[config.mk]
export PLATFORM = sky130hd
export DESIGN_NAME = tpumac_pipe_flat
export DESIGN_NICKNAME = d
export VERILOG_FILES = /design/src/rtl/tpu_pkg.sv /design/src/rtl/tpumac_pipe_if.sv /design/src/rtl/tpu_sat_add.sv /design/src/rtl/tpumac_pipe.sv /design/src/flat_wrapper.sv
export SDC_FILE = /design/constraint.sdc
export NUM_CORES = 1
export LEC_CHECK = 0
export CAP_MARGIN = 20
export CORE_ASPECT_RATIO = 0.7
export CORE_MARGIN = 8
export CORE_UTILIZATION = 60
export CTS_CLUSTER_DIAMETER = 80
export DETAILED_ROUTE_END_ITERATION = 8
export PLACE_DENSITY = 0.86
export SETUP_SLACK_MARGIN = 0.5
export SYNTH_ARGS = -nofsm -noshare
export SYNTH_HDL_FRONTEND = slang
export SYNTH_SLANG_ARGS = --single-unit
[constraint.sdc]
create_clock -name clk -period 13.15 [get_ports clk]
set_clock_uncertainty 0.15 [all_clocks]
set_input_delay 3.945 -clock clk [delete_from_list [all_inputs] [get_ports clk]]
set_output_delay 3.945 -clock clk [all_outputs]
set_load 0.05 [all_outputs]
[src/rtl/tpu_pkg.sv]
// Shared constants and helpers for the TPU array and its processing elements.
package tpu_pkg;

    // Default operand and accumulator widths shared with the array top
    localparam int BITS_AB_DEF = 8;
    localparam int BITS_C_DEF  = 16;

    // Largest positive value of a signed number of the given width
    function automatic longint sat_max(input int width);
        return (64'sd1 <<< (width - 1)) - 64'sd1;
    endfunction

    // Most negative value of a signed number of the given width
    function automatic longint sat_min(input int width);
        return -(64'sd1 <<< (width - 1));
    endfunction

endpackage

[src/rtl/tpumac_pipe_if.sv]
// Bus between the array controller / neighbours and one MAC processing element.
interface tpumac_pipe_if
    import tpu_pkg::*;
#(
    parameter int BITS_AB = BITS_AB_DEF,
    parameter int BITS_C  = BITS_C_DEF
) ();

    logic                      en;
    logic                      WrEn;
    logic                      clr;
    logic signed [BITS_AB-1:0] Ain;
    logic signed [BITS_AB-1:0] Bin;
    logic signed [BITS_C-1:0]  Cin;
    logic signed [BITS_AB-1:0] Aout;
    logic signed [BITS_AB-1:0] Bout;
    logic signed [BITS_C-1:0]  Cout;
    logic                      ovf;

    modport master (
        output en, WrEn, clr, Ain, Bin, Cin,
        input  Aout, Bout, Cout, ovf
    );

    modport slave (
        input  en, WrEn, clr, Ain, Bin, Cin,
        output Aout, Bout, Cout, ovf
    );

endinterface

[src/rtl/tpu_sat_add.sv]
// Combinational accumulator adder with optional clamping and an overflow bit.
// The addend is one bit wider than the accumulator so any product fits.
module tpu_sat_add
    import tpu_pkg::*;
#(
    parameter int W        = BITS_C_DEF,
    parameter bit SATURATE = 1'b1
) (
    input  logic signed [W-1:0] acc,
    input  logic signed [W:0]   addend,
    output logic signed [W-1:0] sum,
    output logic                ovf
);

    localparam logic signed [W-1:0] MAX_V = W'(sat_max(W));
    localparam logic signed [W-1:0] MIN_V = W'(sat_min(W));

    logic signed [W:0] full;

    // Widen, add, then clamp or wrap when the result leaves the W-bit range
    always_comb begin
        full = $signed({acc[W-1], acc}) + addend;
        ovf  = full[W] ^ full[W-1];
        sum  = full[W-1:0];
        if (ovf && SATURATE) begin
            sum = full[W] ? MIN_V : MAX_V;
        end
    end

endmodule

[src/rtl/tpumac_pipe.sv]
// Systolic MAC processing element: forwards A/B, accumulates signed A*B
// with an optional multiplier register stage and saturating/wrapping sum.
module tpumac_pipe
    import tpu_pkg::*;
#(
    parameter int BITS_AB  = BITS_AB_DEF,
    parameter int BITS_C   = BITS_C_DEF,
    parameter int MUL_PIPE = 1,
    parameter bit SATURATE = 1'b1
) (
    input logic          clk,
    input logic          rst,
    tpumac_pipe_if.slave bus
);

    if (BITS_C < 2 * BITS_AB) begin : g_bad_width
        $error("tpumac_pipe: BITS_C must be at least 2*BITS_AB");
    end

    logic signed [2*BITS_AB-1:0] prod_now;
    logic signed [BITS_C:0]      prod_ext;
    logic signed [BITS_C:0]      addend;
    logic                        add_en;
    logic signed [BITS_C-1:0]    sum;
    logic                        sum_ovf;
    logic signed [BITS_C-1:0]    acc_q;
    logic                        ovf_q;
    logic signed [BITS_AB-1:0]   a_q;
    logic signed [BITS_AB-1:0]   b_q;

    assign prod_now = bus.Ain * bus.Bin;
    assign prod_ext = (BITS_C + 1)'(prod_now);

    if (MUL_PIPE != 0) begin : g_pipe
        logic signed [BITS_C:0] prod_q;
        logic                   p_v;

        // Product register; clr kills the in-flight product so it never lands
        always_ff @(posedge clk) begin
            if (rst) begin
                prod_q <= '0;
                p_v    <= 1'b0;
            end else begin
                prod_q <= prod_ext;
                p_v    <= bus.en && !bus.clr;
            end
        end

        assign add_en = p_v;
        assign addend = prod_q;
    end else begin : g_direct
        assign add_en = bus.en;
        assign addend = prod_ext;
    end

    tpu_sat_add #(
        .W        (BITS_C),
        .SATURATE (SATURATE)
    ) u_add (
        .acc    (acc_q),
        .addend (addend),
        .sum    (sum),
        .ovf    (sum_ovf)
    );

    // Systolic forwarding of the operands to the neighbouring cells
    always_ff @(posedge clk) begin
        if (rst) begin
            a_q <= '0;
            b_q <= '0;
        end else if (bus.en) begin
            a_q <= bus.Ain;
            b_q <= bus.Bin;
        end
    end

    // Accumulator and sticky overflow; clr beats preload beats accumulate
    always_ff @(posedge clk) begin
        if (rst) begin
            acc_q <= '0;
            ovf_q <= 1'b0;
        end else if (bus.clr) begin
            acc_q <= '0;
            ovf_q <= 1'b0;
        end else if (bus.WrEn) begin
            acc_q <= bus.Cin;
        end else if (add_en) begin
            acc_q <= sum;
            if (sum_ovf) begin
                ovf_q <= 1'b1;
            end
        end
    end

    assign bus.Aout = a_q;
    assign bus.Bout = b_q;
    assign bus.Cout = acc_q;
    assign bus.ovf  = ovf_q;

endmodule
[src/flat_wrapper.sv]
// flat-port wrapper written by rule: the top's interface ports become plain ports
module tpumac_pipe_flat import tpu_pkg::*;
#(
    parameter int BITS_AB  = BITS_AB_DEF,
    parameter int BITS_C   = BITS_C_DEF,
    parameter int MUL_PIPE = 1,
    parameter bit SATURATE = 1'b1
)
  (clk, rst, bus_en, bus_WrEn, bus_clr, bus_Ain, bus_Bin, bus_Cin, bus_Aout, bus_Bout, bus_Cout, bus_ovf);
  tpumac_pipe_if #(.BITS_AB(BITS_AB), .BITS_C(BITS_C)) bus_i ();
  input logic clk;
  input logic rst;
  input wire logic [$bits(bus_i.en)-1:0] bus_en;
  input wire logic [$bits(bus_i.WrEn)-1:0] bus_WrEn;
  input wire logic [$bits(bus_i.clr)-1:0] bus_clr;
  input wire logic [$bits(bus_i.Ain)-1:0] bus_Ain;
  input wire logic [$bits(bus_i.Bin)-1:0] bus_Bin;
  input wire logic [$bits(bus_i.Cin)-1:0] bus_Cin;
  output wire logic [$bits(bus_i.Aout)-1:0] bus_Aout;
  output wire logic [$bits(bus_i.Bout)-1:0] bus_Bout;
  output wire logic [$bits(bus_i.Cout)-1:0] bus_Cout;
  output wire logic [$bits(bus_i.ovf)-1:0] bus_ovf;
  assign bus_i.en = bus_en;
  assign bus_i.WrEn = bus_WrEn;
  assign bus_i.clr = bus_clr;
  assign bus_i.Ain = bus_Ain;
  assign bus_i.Bin = bus_Bin;
  assign bus_i.Cin = bus_Cin;
  assign bus_Aout = bus_i.Aout;
  assign bus_Bout = bus_i.Bout;
  assign bus_Cout = bus_i.Cout;
  assign bus_ovf = bus_i.ovf;
  tpumac_pipe #(.BITS_AB(BITS_AB), .BITS_C(BITS_C), .MUL_PIPE(MUL_PIPE), .SATURATE(SATURATE)) u_core (.clk(clk), .rst(rst), .bus(bus_i));
endmodule
=== Word-level counts from Yosys, hierarchy flattened ===
Index checks and enable logic that the tools add are counted.

* Bits in registers: 50
* Output and inout bits: 33

* Add/sub/neg operators: 1
* $mul: 1
* Muxes and demuxes: 4
* Bitwise operators: 2
* Reductions and logical operators: 5

{| class="wikitable"
|+ Operator list
! cell !! number
|-
| 2-to-1 mux 16 bit || 4
|-
| adder 16 x 16 -> 17 bit || 1
|-
| multiplier 8 x 8 -> 16 bit || 1
|-
| AND reduction 3 bit || 1
|-
| nonzero test 2 bit || 1
|-
| OR reduction 2 bit || 1
|-
| logical AND 1 bit || 1
|-
| zero test 1 bit || 1
|-
| NOT 1 bit || 1
|-
| XOR 1 bit || 1
|}

=== Logic depth before layout (Yosys ltp) ===
Gate-level depths: netlist of the first run.

* Depth in word-level cells: 5
* Depth in mapped cells: 18

=== Hierarchy ===
A second synthesis of the first run with hierarchy kept.

* Cell total of the unflattened synthesis: 594
* Area total of the unflattened synthesis: 5238.8 sq um

{| class="wikitable"
|+ Modules (own cells, without submodules)
! module !! times used !! cells an instance !! area an instance (sq um)
|-
| tpumac_pipe || 1 || 470 || 4284.1
|-
| tpu_sat_add || 1 || 124 || 954.7
|}

=== Worst setup path before layout of the first run ===
No wires, ideal clock.

* Path kind: input port to flip-flop
* Start: input port bus_Bin[3]
* End: register u_core.g_pipe.prod_q[14], in the netlist u_core.addend[14]
* Setup time: 0.121 ns
* Arrival time: 7.924 ns
* Data required time: 12.879 ns
* Path slack: 4.955 ns
* Stages: 16
* Path buffers: 1
* Path through: clkbuf_1 > and2_1 > inv_1 > fa_1 > inv_1 > fa_1 > fa_1 > inv_1 > fa_1 > inv_1 > ha_1 > or3_1 > o21ai_0 > a21oi_1 > a31oi_1 > mux2_2

* Longest elaborated chain between the ends: 1

{| class="wikitable"
|+ Ends and longest elaborated chain
! element !! RTL line !! RTL
|-
| start: declaration || flat_wrapper.sv:17 || <nowiki>input wire logic [$bits(bus_i.Bin)-1:0] bus_Bin;</nowiki>
|-
| multiplier 8 x 8 -> 16 bit || tpumac_pipe.sv:31 || <nowiki>assign prod_now = bus.Ain * bus.Bin;</nowiki>
|-
| end signal: assignment || tpumac_pipe.sv:44 || <nowiki>prod_q <= prod_ext;</nowiki>
|-
| end: declaration || tpumac_pipe.sv:35 || <nowiki>logic signed [BITS_C:0] prod_q;</nowiki>
|}

No other way between the ends.
A chain may end at the register's enable or synchronous reset.

=== Worst setup path after layout of the first run ===
* Start: input port bus_Bin[4]
* End: register u_core.g_pipe.prod_q[14], in the netlist u_core.addend[14]

The elaborated chain is that of the path after synthesis.

==> results.md, run 1 <==
- Slew at the pin closest to its max-slew limit: 1050 ps
- Final Net Count: 788
- Count of final max-slew check failures: 0
- Ant. Diodes: 0
- Clock latency at the later pin of the worst-skew pair: 310 ps
- CTS tree: yes
- Setup tns final: 0 ps
- Total wirelength of the detailed-routed design: 12,600 µm
- Quantity of I/O buffers inserted on ports: 69
- Critical path startpoint category: input port
- Dominant register cell in the synthesized netlist: sky130_fd_sc_hd__dfxtp_1
- Area Overhead vs Synth: 18.0%
- Arrival time at the worst endpoint: 8860 ps
- Required time at the endpoint of the critical path: 13,190 ps
- Most used cell, CP: sky130_fd_sc_hd__fa_1
- Clock-pin slew reported for the worst setup and hold paths after clock tree synthesis: 80 ps
- Cell area after synthesis: 5150 µm²
- Post-synthesis area per instance: 8.71 µm²
- Highest Clock Rate: 0.113 GHz
- Final setup slack of the worst path: 4330 ps
- Power density over the cells: 142 nW/µm²
- Final worst-path cycle share: 67.1%
- Via count of the first global-routing pass: 4,457
- Post-CTS Hold Buffers: 0
- Largest net degree at the start of global routing: 36
- Slew headroom: 29.9%
- Maximum vdd drop: 0.000144 V
- Resized Gates After CTS: 0
- Clock period minus worst slack: 8820 ps
- Net count after synthesis: 730
- Synth area leader: sky130_fd_sc_hd__fa_1
- CP Capture Type: flop
- Number of rows created at floorplan: 28
- Ordered cell list for the critical path: clkdlybuf4s50_1, nand2_1, fa_1, fa_1, fa_1, fa_1, inv_1, ha_1, nor2b_1, o21ai_0, a21boi_0, o21ai_0, a21oi_1, a31oi_1, mux2_2
- Detailed Place HPWL: 10,100 µm
- Root buf cell: sky130_fd_sc_hd__clkbuf_16
- Synth Register Bits: 50
- Antenna violations before repair: 0
- # DRC: 0
- Vias per std cell: 5.60
- Total design power: 864 µW
- RSZ-0062 raised after global routing: no
- Cell class contributing the biggest share of worst-path delay: adder cells
- Count of placed standard cells including taps: 747
- GRT Util Overall: 22.1%
- Post-CTS repair timing setup buffer count: 0
- Clock sinks: 50
- Maximum fanout encountered on the critical timing path: 9
- Post-synthesis async set-or-reset flop share: 0%
- Y dimension of the die: 93.6 µm
- Core region area: 8410 µm²
- Number of nets with antenna violations after routing: 0
- Die Outline Area: 11,900 µm²
- Starting Density: 61.3%
- Standby leakage power: 0.00281 µW
- Fraction of layout cells with a size suffix above 1: 5.38%
- Number of buffers created by CTS: 5
- Post-synthesis cell type count: 48
- Post-Route Utilization: 72.3%
- Result of the run: finished clean
- Number of warnings reported in the yosys synthesis log: 0
- Critical path's largest stage delay: 690 ps
- Share of the synthesized area in the top cell type: 21.7%
- Standard cell with the maximum stage delay on the critical path: sky130_fd_sc_hd__clkdlybuf4s50_1
- Buffers and inverters on the worst path: 2
- Pre-CTS WS: 4150 ps
- Final hold violation count: 0
- Critical path class: input port to flop
- Final RePlAce weighted congestion: 0.928
- Remaining global-route overflow: 0
- Detailed router's first-iteration violation count: 332
- Vias after detailed routing: 4,233
- Max Cap Viol: 0
- Classification of the worst-slack hold path: flop to flop
- Number of placed I/O pins: 70
- Cells after synthesis: 592
- Number of buffers on the longest clock path: 2
- Highest-count cells in the layout ignoring fill and taps: 89 x sky130_fd_sc_hd__inv_1, 69 x sky130_fd_sc_hd__clkdlybuf4s50_1, 65 x sky130_fd_sc_hd__nor2_1
- Die width: 127 µm
- Most common cell after layout, fill and taps aside: sky130_fd_sc_hd__inv_1
- Routed wire per std cell: 16.6 µm
- Wire length of the first global-routing pass: 21,300 µm
- Fraction of the yosys area taken by sequential cells: 19.4%
- 1st-pass router iterations: 5
- Number of H-tree levels: 2
- Post-synth EDFFs: 0
- Post-route insts no fill: 756
- Synth area leaders: sky130_fd_sc_hd__fa_1 22%, sky130_fd_sc_hd__dfxtp_1 19%, sky130_fd_sc_hd__ha_1 11%, sky130_fd_sc_hd__inv_1 6.5%, sky130_fd_sc_hd__nor2_1 4.7%
- Number of failing setup endpoints in the final timing report: 0
==> worst register-to-register path: stages (launching register included) <==
cell	delay [ps]
sky130_fd_sc_hd__dfxtp_1	340
sky130_fd_sc_hd__ha_1	360
sky130_fd_sc_hd__o211ai_1	310
sky130_fd_sc_hd__o211ai_2	150
sky130_fd_sc_hd__a41oi_2	340
sky130_fd_sc_hd__o211a_1	380
sky130_fd_sc_hd__nor3_1	90
sky130_fd_sc_hd__a211oi_2	580
sky130_fd_sc_hd__buf_6	240
sky130_fd_sc_hd__a211oi_1	80
==> sequential cells by signal (all words and copies together) (netlist names) <==
| register | flops |
|---|---|
| u_core.bus.Bout | 8 |
| u_core.add_en | 1 |
| u_core.bus.ovf | 1 |
| u_core.bus.Cout | 16 |
| u_core.bus.Aout | 8 |
| u_core.addend | 16 |
==> path summary, 6_finish.rpt <==
check | startpoint | end | slack, ps | cells past startpoint
max | bus_Bin[4] | u_core.addend[14] | 4330 | 15
min | u_core.bus.Aout[0] | u_core.bus.Aout[0] | 350 | 2
max reg2reg | u_core.bus.Cout[2] | u_core.bus.Cout[1] | 10020 | 9
min reg2reg | u_core.bus.Aout[0] | u_core.bus.Aout[0] | 350 | 2
==> metrics by stage <==
step                      cell area (µm²)  hold slack, ps
final                                6080             350
after global routing                 6080             379
after CTS                            6070             350
after detailed placement             5910             338
after global placement               5900             317
after floorplan                      5150             411
==> synth_stat cells, types with 2 or more instances <==
library cell               count
sky130_fd_sc_hd__a211o_1       2
sky130_fd_sc_hd__a211oi_2     12
sky130_fd_sc_hd__a21o_1       10
sky130_fd_sc_hd__a21oi_1      31
sky130_fd_sc_hd__a31oi_1       3
sky130_fd_sc_hd__and2_1       35
sky130_fd_sc_hd__clkbuf_1     20
sky130_fd_sc_hd__dfxtp_1      50
sky130_fd_sc_hd__fa_1         56
sky130_fd_sc_hd__ha_1         45
sky130_fd_sc_hd__inv_1        89
sky130_fd_sc_hd__mux2i_1      16
sky130_fd_sc_hd__nand2_1      38
sky130_fd_sc_hd__nand2b_1     10
sky130_fd_sc_hd__nand3_1       7
sky130_fd_sc_hd__nor2_1       65
sky130_fd_sc_hd__nor2b_1       9
sky130_fd_sc_hd__nor3_1       11
sky130_fd_sc_hd__nor3b_1       4
sky130_fd_sc_hd__o211ai_1      5
sky130_fd_sc_hd__o21ai_0      14
sky130_fd_sc_hd__o21ai_1       3
sky130_fd_sc_hd__o21bai_1      2
sky130_fd_sc_hd__or2_2         2
sky130_fd_sc_hd__or3_1         6
sky130_fd_sc_hd__xnor2_1      13
sky130_fd_sc_hd__xor2_1       13
==> per-layer routing <==
| layer | wire [µm] | track usage [%] |
|---|---|---|
| met1 | 5310 | 27.0 |
| met2 | 6220 | 38.7 |
| met3 | 849 | 4.77 |
| met4 | 182 | 6.51 |
| met5 | 0 | 0 |
==> cells by family after synthesis <==
kind of cell | count (synthesis) | share of synthesized area (%)
DFF | 50 | 19.4
and+or+nand+nor | 189 | 17.7
adders and majority gates | 101 | 32.7
xor gates and xnor gates | 26 | 4.42
muxes | 17 | 3.33
AOI/OAI and AO/OA | 98 | 14.2
buffers and inverters | 111 | 8.25
==> report_power, final <==
group	internal, µW	switching, µW	total (µW)
combinational	231	307	538
sequential	175	11.1	186
clock	72.8	67.3	140
total	479	385	864
==> area by class of cell <==
cell class	count	area, µm²
Clock buffer	5	125
Clock inverter	3	28.8
Fill cell	627	2330
Inverter	89	334
Multi-Input combinational cell	431	3730
Sequential cell	50	1000
Tap cell	105	131
Timing Repair Buffer	73	732
Note: power is estimated with default switching activity, not from simulation.
==> inputs of run 2 (changes only) <==
CORE_UTILIZATION = 51   (was 60)
PLACE_DENSITY = 0.78   (was 0.86)
clock period = 8.1 ns   (was 13.15 ns; I/O delays follow)
==> results.md, run 2 (synthesis results as in run 1) <==
- Final worst-path cycle share: 90.0%
- Number of failing setup endpoints in the final timing report: 0 (unchanged)
- Antenna violations before repair: 0 (unchanged)
- Die Outline Area: 13,600 µm² (was 11,900 µm²)
- Buffers and inverters on the worst path: 2 (unchanged)
- Critical path's largest stage delay: 670 ps (was 690 ps)
- Vias after detailed routing: 4,263 (was 4,233)
- Standby leakage power: 0.00280 µW (was 0.00281 µW)
- Clock-pin slew reported for the worst setup and hold paths after clock tree synthesis: 70 ps (was 80 ps)
- Detailed router's first-iteration violation count: 306 (was 332)
- Final Net Count: 788 (unchanged)
- Largest net degree at the start of global routing: 36 (unchanged)
- Internal Dissipation: 772 µW (was 479 µW)
- 1st-pass router iterations: 5 (unchanged)
- Max Cap Viol: 0 (unchanged)
- Clock sinks: 50 (unchanged)
- Highest Clock Rate: 0.137 GHz
- Hold path startpoint: u_core.bus.ovf (was u_core.bus.Aout[0])
- Wire length of the first global-routing pass: 21,000 µm (was 21,300 µm)
- Slew headroom: 29.1% (was 29.9%)
- Post-CTS Hold Buffers: 0 (unchanged)
- # DRC: 0 (unchanged)
- Most used cell, CP: sky130_fd_sc_hd__fa_1 (unchanged)
- Share of total power in sequential cells: 21.8% (was 21.6%)
- Clock period minus worst slack: 7290 ps
- Count of final max-slew check failures: 0 (unchanged)
- Remaining global-route overflow: 0 (unchanged)
- Switching power: 620 µW (was 385 µW)
- Resized Gates After CTS: 0 (unchanged)
- Ant. Diodes: 0 (unchanged)
- Die width: 136 µm (was 127 µm)
- RSZ-0062 raised after global routing: no (unchanged)
- Root buf cell: sky130_fd_sc_hd__clkbuf_16 (unchanged)
- Required time at the endpoint of the critical path: 8140 ps (was 13,190 ps)
- GRT Util Overall: 18.8% (was 22.1%)
- Y dimension of the die: 100 µm (was 93.6 µm)
- Power density over the cells: 229 nW/µm² (was 142 nW/µm²)
- CTS tree: yes (unchanged)
- Number of rows created at floorplan: 30 (was 28)
- Number of nets with antenna violations after routing: 0 (unchanged)
- Detailed Place HPWL: 9650 µm (was 10,100 µm)
- Arrival time at the worst endpoint: 7330 ps (was 8860 ps)
- Share of total power in the clock network: 15.5% (was 16.2%)
- Critical path startpoint category: input port (unchanged)
- Core region area: 9760 µm² (was 8410 µm²)
- Routed wire per std cell: 15.8 µm (was 16.6 µm)
- Total design power: 1390 µW (was 864 µW)
- Number of buffers created by CTS: 5 (unchanged)
- Vias per std cell: 5.47 (was 5.60)
- Via count of the first global-routing pass: 4,509 (was 4,457)
- Area Overhead vs Synth: 18.2% (was 18.0%)
- Slew at the pin closest to its max-slew limit: 1060 ps (was 1050 ps)
- Hold-critical path endpoint: u_core.bus.ovf (was u_core.bus.Aout[0])
- CP Capture Type: flop (unchanged)
- Highest-count cells in the layout ignoring fill and taps: 89 x sky130_fd_sc_hd__inv_1, 69 x sky130_fd_sc_hd__clkdlybuf4s50_1, 65 x sky130_fd_sc_hd__nor2_1 (unchanged)
- Switching portion of total power: 44.5% (was 44.6%)
- Number of H-tree levels: 2 (unchanged)
- Worst reg2reg path startpoint: u_core.bus.Cout[0] (was u_core.bus.Cout[2])
- Comb power frac: 62.6% (was 62.2%)
- Maximum vdd drop: 0.000185 V (was 0.000144 V)
- Final RePlAce weighted congestion: 0.913 (was 0.928)
- Result of the run: finished clean (unchanged)
- Standard cell with the maximum stage delay on the critical path: sky130_fd_sc_hd__clkdlybuf4s50_1 (unchanged)
- Instance count along the most critical hold path: 2 (unchanged)
- Register-to-register setup slack: 4930 ps (was 10,020 ps)
- Maximum fanout encountered on the critical timing path: 9 (unchanged)
- Number of placed I/O pins: 70 (unchanged)
- Most common cell after layout, fill and taps aside: sky130_fd_sc_hd__inv_1 (unchanged)
- Clock latency at the later pin of the worst-skew pair: 290 ps (was 310 ps)
- Ordered cell list for the critical path: clkdlybuf4s50_1, nand2_1, fa_1, fa_1, fa_1, fa_1, inv_1, ha_1, nor2b_1, o21ai_0, a21boi_0, o21ai_0, a21oi_1, a31oi_1, mux2_2 (unchanged)
- Setup tns final: 0 ps (unchanged)
- Critical path class: input port to flop (unchanged)
- Multi-input combinational cell area: 3730 µm² (unchanged)
- Quantity of I/O buffers inserted on ports: 69 (unchanged)
- Filler cells: 816 (was 627)
- Post-CTS repair timing setup buffer count: 0 (unchanged)
- Starting Density: 52.8% (was 61.3%)
- Final hold violation count: 0 (unchanged)
- Number of cells on the worst reg-to-reg path: 11 (was 9)
- Number of buffers on the longest clock path: 2 (unchanged)
- R2R Path End: u_core.bus.Cout[1] (unchanged)
- Cell class contributing the biggest share of worst-path delay: adder cells (unchanged)
- Total wirelength of the detailed-routed design: 12,300 µm (was 12,600 µm)
- Classification of the worst-slack hold path: flop to flop (unchanged)
- Sequential cell area in the final layout: 1000 µm² (unchanged)
- Fraction of layout cells with a size suffix above 1: 5.38% (unchanged)
## run 2: cell count changes in the layout (fill, tap and decap cells not counted)
cell / before / now
sky130_fd_sc_hd__inv_8: 1 / 0
sky130_fd_sc_hd__buf_4: 2 / 4
sky130_fd_sc_hd__buf_8: 1 / 0
sky130_fd_sc_hd__clkinvlp_4: 0 / 1
sky130_fd_sc_hd__buf_6: 1 / 0
sky130_fd_sc_hd__clkinv_2: 0 / 1
sky130_fd_sc_hd__clkinv_4: 2 / 1
## run 2: how the worst max path moves through the flow
stage	startpoint	to	slack, ps	cells past startpoint
CTS	bus_Bin[3]	u_core.addend[14]	850	15
finish	bus_Bin[4]	u_core.addend[14]	810	15
global route	bus_Bin[4]	u_core.addend[14]	640	15
detailed placement	bus_Bin[3]	u_core.addend[14]	670	15
global placement	bus_Bin[3]	u_core.addend[15]	810	14
floorplan	bus_Bin[3]	u_core.addend[14]	1420	16
## run 2: cell type report
cell class | count | area share (%)
clock buffers | 5 | 2.05
clock inverters | 3 | 0.349
inverters | 89 | 5.48
multi-input cells | 431 | 61.2
flip-flops and latches | 50 | 16.4
well taps | 128 | 2.63
repair buffers | 73 | 11.8
## run 2: metrics by stage
| stage | hold slack [ps] | utilization, % | worst slack (ps) | instance area, µm² | std cells |
|---|---|---|---|---|---|
| floorplan | 411 | - | 1420 | 5150 | 592 |
| global placement | 321 | 60.8 | 806 | 5940 | 770 |
| detailed placement | 326 | 60.9 | 669 | 5940 | 771 |
| CTS | 337 | 62.4 | 853 | 6090 | 779 |
| global route | 359 | 62.4 | 638 | 6090 | 779 |
| finish | 333 | 62.4 | 812 | 6090 | 779 |
## run 2: routing by layer
layer | GRT usage, % | routed length (µm) | vias up
met5 | 0 | 0 | -
met4 | 5.30 | 225 | 0
met1 | 23.6 | 5420 | 2072
met2 | 33.0 | 6010 | 128
met3 | 2.54 | 635 | 26
li1 | - | - | 2037
## run 2: tightest hold or removal path, cell delays in order (launching register included)
cell                      delay (ps)
sky130_fd_sc_hd__dfxtp_1         320
sky130_fd_sc_hd__nand2_1          60
sky130_fd_sc_hd__nand3_1          60
## run 2: power by group through the flow
stage	clock [µW]	combinational, µW	sequential [µW]
finish	216	872	304
global route	231	995	306
CTS	219	870	304
detailed placement	0	850	310
global placement	0	810	309
floorplan	0	650	328
